$ cat src/rtl/hilo_arbiter.sv
// HI/LO register pair with WB-vs-divider write arbitration; WB writes land in 1 cycle, a parked divider result commits on the first WB-free cycle.
// Divider is back-pressured via div_ready (one-entry buffer); prolonged blocking raises a registered stallreq to force a WB bubble.
module hilo_arbiter #(
    parameter int WIDTH    = 32,
    parameter int MAX_WAIT = 4
) (
    input  logic             clk,
    input  logic             rst,
    input  logic             wb_whilo,
    input  logic [WIDTH-1:0] wb_hi,
    input  logic [WIDTH-1:0] wb_lo,
    input  logic             div_valid,
    input  logic [WIDTH-1:0] div_hi,
    input  logic [WIDTH-1:0] div_lo,
    output logic             div_ready,
    output logic [WIDTH-1:0] hi_o,
    output logic [WIDTH-1:0] lo_o,
    output logic             stallreq,
    output logic             busy
);

    localparam int CNT_W = $clog2(MAX_WAIT + 1);
    localparam logic [CNT_W-1:0] WAIT_MAX  = CNT_W'(MAX_WAIT);
    localparam logic [CNT_W-1:0] WAIT_LAST = CNT_W'(MAX_WAIT - 1);

    typedef enum logic [1:0] {
        ST_IDLE  = 2'd0,
        ST_PEND  = 2'd1,
        ST_STALL = 2'd2
    } state_e;

    state_e           state_q, state_d;
    logic [WIDTH-1:0] hi_q, hi_d;
    logic [WIDTH-1:0] lo_q, lo_d;
    logic [WIDTH-1:0] buf_hi_q, buf_hi_d;
    logic [WIDTH-1:0] buf_lo_q, buf_lo_d;
    logic             buf_vld_q, buf_vld_d;
    logic [CNT_W-1:0] wait_cnt_q, wait_cnt_d;
    logic             stall_q, stall_d;

    logic accept;
    logic commit;
    logic blocked;

    // Ready comes only from registered state, so accept and commit are mutually exclusive.
    assign div_ready = !buf_vld_q;
    assign accept    = div_valid && !buf_vld_q;
    assign commit    = buf_vld_q && !wb_whilo;
    assign blocked   = buf_vld_q && wb_whilo;

    always_comb begin
        state_d    = state_q;
        hi_d       = hi_q;
        lo_d       = lo_q;
        buf_hi_d   = buf_hi_q;
        buf_lo_d   = buf_lo_q;
        buf_vld_d  = buf_vld_q;
        wait_cnt_d = wait_cnt_q;
        stall_d    = stall_q;

        if (wb_whilo) begin
            hi_d = wb_hi;
            lo_d = wb_lo;
        end else if (commit) begin
            hi_d = buf_hi_q;
            lo_d = buf_lo_q;
        end

        if (accept) begin
            buf_hi_d  = div_hi;
            buf_lo_d  = div_lo;
            buf_vld_d = 1'b1;
        end

        if (commit) begin
            buf_vld_d  = 1'b0;
            wait_cnt_d = '0;
        end else if (blocked && (wait_cnt_q != WAIT_MAX)) begin
            wait_cnt_d = wait_cnt_q + CNT_W'(1);
        end

        case (state_q)
            ST_IDLE: begin
                if (accept) begin
                    state_d = ST_PEND;
                end
            end
            ST_PEND: begin
                if (commit) begin
                    state_d = ST_IDLE;
                end else if (blocked && (wait_cnt_q == WAIT_LAST)) begin
                    state_d = ST_STALL;
                    stall_d = 1'b1;
                end
            end
            ST_STALL: begin
                // An in-flight WB write may still win here; stay until the buffer drains.
                if (commit) begin
                    state_d = ST_IDLE;
                    stall_d = 1'b0;
                end
            end
            default: begin
                state_d = ST_IDLE;
                stall_d = 1'b0;
            end
        endcase
    end

    always_ff @(posedge clk) begin
        if (!rst) begin
            state_q    <= ST_IDLE;
            hi_q       <= '0;
            lo_q       <= '0;
            buf_hi_q   <= '0;
            buf_lo_q   <= '0;
            buf_vld_q  <= 1'b0;
            wait_cnt_q <= '0;
            stall_q    <= 1'b0;
        end else begin
            state_q    <= state_d;
            hi_q       <= hi_d;
            lo_q       <= lo_d;
            buf_hi_q   <= buf_hi_d;
            buf_lo_q   <= buf_lo_d;
            buf_vld_q  <= buf_vld_d;
            wait_cnt_q <= wait_cnt_d;
            stall_q    <= stall_d;
        end
    end

    assign hi_o     = hi_q;
    assign lo_o     = lo_q;
    assign stallreq = stall_q;
    assign busy     = buf_vld_q;

endmodule

$ cat config.mk
export PLATFORM = sky130hd
export DESIGN_NAME = hilo_arbiter
export DESIGN_NICKNAME = d
export VERILOG_FILES = /design/src/rtl/hilo_arbiter.sv
export SDC_FILE = /design/constraint.sdc
export NUM_CORES = 1
export LEC_CHECK = 0
export ABC_AREA = 1
export BUFFER_PORTS_ARGS = -buffer_cell sky130_fd_sc_hd__clkbuf_2
export CORE_ASPECT_RATIO = 1.1
export CORE_MARGIN = 1
export CORE_UTILIZATION = 45
export DETAILED_ROUTE_END_ITERATION = 12
export PLACE_DENSITY = 0.73
export SYNTH_ARGS = -nofsm -noshare
export SYNTH_HDL_FRONTEND = slang
export SYNTH_SLANG_ARGS = --single-unit
$ cat constraint.sdc
create_clock -name clk -period 1.1 [get_ports clk]
set_input_delay 0.275 -clock clk [delete_from_list [all_inputs] [get_ports clk]]
set_output_delay 0.275 -clock clk [all_outputs]
set_load 0.02 [all_outputs]
== Word level (Yosys, flattened, before mapping) ==
Cells that the tools add are included.
Operators by class
  $add $sub $neg: 1
  eq/ne operators: 9
  muxes and demuxes: 13
  bitwise gates (word level): 2
  reductions and logical operators: 12
Operators with widths (count)
  32-bit 2-to-1 mux: 4
  2-bit 2-to-1 mux: 4
  2-bit != test, second input constant: 4
  3-bit != test, second input constant: 2
  2-bit one-hot mux with 3 select lines: 1
  1-bit logical AND: 5
  4-bit AND reduction: 1
  3-bit by 1-bit adder with 3-bit output, second input constant: 1
  3-bit by 2-bit equality test with 1-bit output, second input constant: 1
  1-bit 2-to-1 mux: 3
  1-bit one-hot mux with 3 select lines: 1
  3-bit AND reduction: 1
  2-bit by 1-bit equality test with 1-bit output, second input constant: 1
  2-bit equality test, second input constant: 1
  1-bit zero test: 2
  2-bit zero test: 1
  1-bit NOT: 2
  2-bit nonzero test: 1
  2-bit OR reduction: 1
Word-level totals
  register bits after elaboration: 135
  output and inout port bits: 67
  logic and storage cells: 45

== Depth between registers and ports, before layout ==
Gate-level depths: netlist of the first run.
  depth after elaboration: 5
  mapped depth: 9
  gate-level depth less buffers: 8

== Worst setup path before layout of the first run ==
Ideal clock, no wire load.
  kind: reg-to-reg
  start point: register buf_vld_q, in the netlist busy
  end point: register buf_hi_q[15]
  setup time: 0.116 ns
  data arrival time: 1.162 ns
  data required time: 0.984 ns
  path slack: -0.178 ns
  cell stages (with the launch flop): 9
  path buffers: 3
  clock period less this slack: 1.278 ns
  cell sequence: dfxtp_1 -> buf_6 -> inv_6 -> nand2_8 -> inv_4 -> buf_8 -> buf_12 -> nor2_2 -> nor2_1
Between the ends
  longest elaborated chain between the ends: 2
RTL lines
  from (decl): line 37  | logic buf_vld_q, buf_vld_d;
  from (signal assigned): line 126  | buf_vld_q <= buf_vld_d;
  1-bit zero test
  net div_ready: line 15  | output logic div_ready,
  1-bit logical AND: line 47  | assign accept = div_valid && !buf_vld_q;
  to (signal assigned): line 124  | buf_hi_q <= buf_hi_d;
  to (decl): line 35  | logic [WIDTH-1:0] buf_hi_q, buf_hi_d;
The timed path passes the listed nets, and every way through them passes these cells.
A chain may end at the register's enable or synchronous reset.

== Worst setup path after layout of the first run ==
  start point: register buf_vld_q, in the netlist busy
  end point: register hi_q[1], in the netlist hi_o[1]
Between the ends
  longest elaborated chain between the ends: 2
RTL lines
  1-bit logical AND: line 48  | assign commit = buf_vld_q && !wb_whilo;
  2-bit nonzero test (no line)
  to (signal assigned): line 122  | hi_q <= hi_d;
  to (decl): line 33  | logic [WIDTH-1:0] hi_q, hi_d;
No other way between the ends.

==> run summary, run 1 <==
initial antenna violation count: 0
CP Launch Type: flop
Starting Density: 0.4644
number of DRC markers in iteration 0: 458
R2R Setup Slk: -0.29 ns
Leakage Power: 4.901 nW
average wire per standard cell: 16.16 µm
I/O Buffers: 198
die width: 108.7 µm
Seq/Total Area, Yosys: 0.4794
storage element area: 2813 µm²
worst hold-check path type: primary input to flop
unique cell type count in the Yosys netlist: 26
RSZ-0062 raised after global routing: yes
type of the worst setup path: flop to flop
min Tclk post-route: 1.390 ns
status: complete, but fails checks
Achievable Freq: 719.4 MHz
Die ar.: 12,980 µm²
detailed-route DRC error count: 0
fillcell total: 777
area of the mapped netlist: 5638 µm²
NetSw: 3.818 mW
# IOs: 199
clock sinks: 135
WL met3: 1.316 mm
Slew headroom: 0.7132
final period utilization: 1.264
First-pass DRT Iterations: 4
pre-CTS WS: -0.1924 ns
routed wire length: 19.44 mm
Clock Tree Buf Depth: 2
Yosys Warn Count: 0
worst skew pair latency: 0.41 ns
cell chosen for the clock root: clkbuf_16
reg2reg path depth: 8
Critical Path End Type: flop
total CTS buffers: 17
Placed Instance Area: 6785 µm²
Final Worst Setup Slack: -0.2901 ns
R2R Path Start: busy
Comb power frac: 0.222
setup_tns: -22.66 ns
hpwl dp: 9.761 mm
GRT Util Overall: 0.2691
Die Y: 119.4 µm
Slew Viols, Final: 0
worst slew pin tran: 0.4303 ns
Clock Skew: 0.005489 ns
power share of the clock group: 0.366
pin count of the biggest net entering global routing: 55
Vias/cell: 5.065
syn_area_per_cell: 7.119 µm²
layout cells sized above 1: 0.4805
Worst-path clk slew: 0.05 ns
row cnt: 42
Hold Violations, Final: 0
Pwr Total: 13.60 mW
Worst Path Arrival: 1.74 ns
VDD IR max: 0.9664 mV
gr ovfl total: 0
Yosys reg bits: 135
first-pass GRT wire length: 26.46 mm
via count: 6,093
Multi-input gate area: 2874 µm²
M1 WL: 7.330 mm
area grow syn2layout: 67.69%
Crit. Startpoint: busy
Finished Cell Area: 9454 µm²
maximum fanout along the worst path: 8
core area: 12,140 µm²
Layout Nets: 1,174
Reg power frac: 0.412
CP Capture Point: hi_o[1]
met2 wire len: 9.956 mm
gpl congestion: 0.7954
CTS tree: built
top routing layer in use: met4
failing checks: negative setup slack
ANT cells: 0
cts hold-fix bufs: 0
CTS H-Tree Depth: 4
number of global-route vias before repair: 5,522
Pint: 9.782 mW
Max Cap Viol: 0
RR Endpoint: hi_o[1]
Final setup viols: 198
Synth Instances: 792
ANT nets after route: 0
Critical Path RT: 1.45 ns
switching share of power: 0.2807
Synthesized Nets: 927
pwr dens: 1439 nW/µm²
==> power by group through the flow <==
stage | sequential, mW | combinational [mW] | clock [mW]
6_report | 5.61 | 3.01 | 4.98
5_1_grt | 5.65 | 3.22 | 5.26
4_1_cts | 5.53 | 2.49 | 5.04
3_5_place_dp | 5.56 | 1.80 | 0
3_3_place_gp | 5.55 | 1.77 | 0
2_1_floorplan | 5.71 | 1.01 | 0
==> kinds of logic after synthesis <==
logic type / count (synthesis) / synth area share
DFF: 135 / 0.4794
buffers and inverters: 142 / 0.1194
AOI/OAI and AO/OA: 103 / 0.09898
adders and majority gates: 3 / 0.006658
and+or+nand+nor: 409 / 0.2956
==> metal layers <==
metal / vias up / track usage
met2: 275 / 0.4565
met5: - / 0
met1: 2814 / 0.3140
met3: 67 / 0.06404
met4: 0 / 0.1292
li1: 2937 / -
==> worst max-delay path, stage by stage, from the launching register on <==
cell and delay, ns:
dfxtp_4 0.37, buf_6 0.13, nor2_8 0.20, buf_12 0.15, buf_16 0.13, nand2_1 0.10
nand3_2 0.12, nand2_2 0.06, inv_2 0.06
==> cells in the final DEF, fill, tap and decap left out, drive strengths merged <==
cell        n
a211oi      1
a21boi      1
a21oi      19
buf       135
clkbuf    160
clkinv      3
clkinvlp    1
dfxtp     135
ha          3
inv       100
nand2     253
nand3      51
nand4       1
nor2      104
o211ai     15
o21ai      67
==> flip-flops by register name, summed over array words and instances (netlist names) <==
name,flops
state_q,2
hi_o,32
buf_lo_q,32
busy,1
lo_o,32
stallreq,1
wait_cnt_q,3
buf_hi_q,32
==> cells in the mapped netlist <==
master    count  share of area
dfxtp_1     135           0.48
buf_6         7          0.014
a211oi_1      1         0.0013
buf_4         7         0.0093
buf_8         1         0.0027
nor2_2       10          0.011
nor2_8        1         0.0036
nand2_8       1         0.0036
nand2_4       1         0.0020
clkbuf_1      8         0.0053
ha_1          3         0.0067
nor2_1       93          0.062
inv_4         2         0.0022
buf_2        19          0.017
inv_1        90          0.060
nand4_1       1         0.0011
buf_12        1         0.0036
a21oi_1      19          0.017
buf_1         5         0.0033
inv_6         1         0.0016
inv_2         1        0.00067
nand2_1     251           0.17
o21ai_0      67          0.059
nand3_1      51          0.045
o211ai_1     15          0.020
a21boi_0      1         0.0013
==> layout make-up <==
type                            instances  share of cell area
Timing Repair Buffer                  270              0.2721
Multi-Input combinational cell        515              0.3040
Tap cell                              154             0.02038
Clock inverter                          4            0.002382
Timing Repair inverter                  6             0.01191
Clock buffer                           25             0.05135
Sequential cell                       135              0.2975
Inverter                               94             0.04037
==> what timing repair did <==
action | 4_1_cts | 5_1_grt
setup buffers | 12 | 26
hold endpoints to repair | 0 | 0
setup endpoints to repair | 129 | 202
gates cloned | 10 | 4
pin swaps | 7 | 48
gates resized for setup | 312 | 211
==> how the worst min path moves through the flow <==
stage | startpoint | to | slack, ns | cells past startpoint
5_1_grt | div_lo[18] | buf_lo_q[18] | 0.1 | 3
6_report | div_lo[18] | buf_lo_q[18] | 0.1 | 3
4_1_cts | div_lo[26] | buf_lo_q[26] | 0.08 | 3
3_5_place_dp | stallreq | stallreq | 0.44 | 2
3_3_place_gp | stallreq | stallreq | 0.44 | 2
2_1_floorplan | buf_hi_q[10] | buf_hi_q[10] | 0.43 | 2
==> metrics by stage <==
| step | instances | hold WS, ns | utilization |
|---|---|---|---|
| 2_1_floorplan | 792 | 0.4299 | - |
| 3_3_place_gp | 1123 | 0.4373 | 0.5590 |
| 3_5_place_dp | 1123 | 0.4445 | 0.5590 |
| 4_1_cts | 1174 | 0.07947 | 0.7067 |
| 5_1_grt | 1203 | 0.09594 | 0.7788 |
| 6_report | 1203 | 0.09568 | 0.7788 |
(Power assumes the default switching activity.)
==> run 2: changes to the inputs <==
GPL_TIMING_DRIVEN = 0   (was unset)
PLACE_DENSITY = 0.76   (was 0.73)
==> run summary, run 2 (same netlist as run 1, synthesis figures left out) <==
status: complete, but fails checks
failing checks: negative setup slack
worst skew pair latency: 0.43 ns (+0.02 ns)
RR Endpoint: hi_o[7]
final period utilization: 1.320 (+0.05586)
VDD IR max: 1.241 mV (+28%)
RSZ-0062 raised after global routing: yes
Hold Path End: buf_lo_q[27]
gr ovfl total: 0 (unchanged)
cts hold-fix bufs: 0 (unchanged)
R2R Setup Slk: -0.35 ns (-0.06 ns)
GRT Util Overall: 0.3057 (+0.03664)
I/O Buffers: 196 (-1.0%)
Clock Tree Buf Depth: 2 (unchanged)
cell total after placement: 1,142 (+1.7%)
clock sinks: 135 (unchanged)
pin count of the biggest net entering global routing: 17 (-69%)
die width: 108.7 µm (unchanged)
total CTS buffers: 17 (unchanged)
Slew headroom: 0.3710 (-0.3421)
Hold Path Origin: div_lo[27]
setup_tns: -35.69 ns (-13.02 ns)
Worst-path clk slew: 0.06 ns (about the same)
Leakage Power: 5.143 nW (+4.9%)
ANT cells: 0 (unchanged)
commonest non-fill, non-tap cell in the layout: nand2_1
most frequent cells in the layout: 200 x nand2_1, 129 x clkbuf_2, 86 x inv_1
Vias/cell: 5.407 (+6.8%)
gpl congestion: 0.8186 (+2.9%)
reg2reg path depth: 9 (+1)
Slew Viols, Final: 0 (unchanged)
worst hold-check path type: primary input to flop
min Tclk post-route: 1.452 ns (+0.06144 ns)
Final Worst Setup Slack: -0.3516 ns (-0.06144 ns)
Critical Path End Type: flop
area grow syn2layout: 80.34%
CTS tree: built
row cnt: 42 (unchanged)
Layout Utilization: 0.8376 (+0.05875)
number of DRC markers in iteration 0: 451 (-1.5%)
average wire per standard cell: 19.41 µm (+20%)
first-pass GRT wire length: 29.73 mm (+12%)
Max Cap Viol: 0 (unchanged)
type of the worst setup path: flop to flop
via count: 6,753 (+11%)
post-layout instance count excluding filler cells: 1,249 (+3.8%)
cell chosen for the clock root: clkbuf_16
Placed Instance Area: 6834 µm² (+0.72%)
Finished Cell Area: 10,170 µm² (+7.5%)
CP Launch Type: flop
# IOs: 199 (unchanged)
worst slew pin tran: 0.9435 ns (+0.5132 ns)
routed wire length: 24.25 mm (+25%)
Final setup viols: 202 (+2.0%)
Die ar.: 12,980 µm² (unchanged)
Pwr Total: 14.29 mW (+5.1%)
Starting Density: 0.4644 (unchanged)
CTS H-Tree Depth: 4 (unchanged)
Hold Violations, Final: 0 (unchanged)
number of global-route vias before repair: 6,010 (+8.8%)
Achievable Freq: 688.9 MHz (-4.2%)
First-pass DRT Iterations: 8 (+4)
storage element area: 2804 µm² (-0.31%)
Critical Path RT: 1.46 ns (about the same)
Worst Path Arrival: 1.81 ns (+0.07 ns)
detailed-route DRC error count: 0 (unchanged)
fillcell total: 617 (-21%)
initial antenna violation count: 0 (unchanged)
layout cells sized above 1: 0.5616 (+0.08119)
hold depth: 3 (unchanged)
pwr dens: 1406 nW/µm² (-2.3%)
core area: 12,140 µm² (unchanged)
Clock Skew: 0.006766 ns (+0.001277 ns)
Die Y: 119.4 µm (unchanged)
ANT nets after route: 0 (unchanged)
hpwl dp: 11.19 mm (+15%)
Multi-input gate area: 3261 µm² (+13%)
pre-CTS WS: -0.1752 ns (+0.01719 ns)
Crit. Startpoint: busy
R2R Path Start: busy
Layout Nets: 1,217 (+3.7%)
maximum fanout along the worst path: 5 (-3)
Hold Slack: 0.08615 ns (-0.009533 ns)
## run 2: cell count changes in the layout (fill, tap and decap cells not counted), sizes merged
cell / previous run / this run
nor2: 104 / 105
inv: 100 / 94
buf: 135 / 176
clkinv: 3 / 9
nand2: 253 / 254
clkbuf: 160 / 163
## run 2: final cells by class
cell class              count  share of cell area
repair buffers            272              0.2524
clock buffers              22             0.04467
well taps                 154             0.01895
flip-flops and latches    135              0.2758
plain buffers              45             0.04430
inverters                  94             0.03766
multi-input cells         517              0.3207
clock inverters            10            0.005538
## run 2: worst max path at each step
stage | slack [ns] | endpoint
floorplan | -0.06 | buf_hi_q[15]
global placement | -0.15 | hi_o[24]
detailed placement | -0.18 | hi_o[7]
CTS | -0.26 | div_ready
global route | -0.38 | lo_o[28]
finish | -0.35 | hi_o[7]
## run 2: per-layer routing
| metal | track usage | up-vias | wire (µm) |
|---|---|---|---|
| li1 | - | 3037 | - |
| met1 | 0.3289 | 3145 | 8399 |
| met2 | 0.5245 | 417 | 12220 |
| met3 | 0.07608 | 154 | 1782 |
| met4 | 0.1976 | 0 | 1850 |
| met5 | 0 | - | 0 |
## run 2: power by group
group | internal (mW) | leakage (nW) | switching (mW)
clock | 2.90 | 0.257 | 2.18
sequential | 5.29 | 1.14 | 0.341
combinational | 1.76 | 3.74 | 1.81
## run 2: critical path, stage by stage, from the launching register on
cell and delay (ns):
dfxtp_4 0.35, buf_12 0.14, buf_12 0.12, nor2_8 0.13, buf_8 0.15, buf_6 0.13
nand2_2 0.06, o211ai_1 0.10, nand2_1 0.10, inv_1 0.10
## run 2: timing repair
item | in CTS | in global routing
gates resized for setup | 438 | 249
pin swaps | 47 | 59
setup endpoints to repair | 196 | 202
buffers inserted | 35 | 30
endpoints found under the hold margin | 0 | 0
cloned | 15 | 2
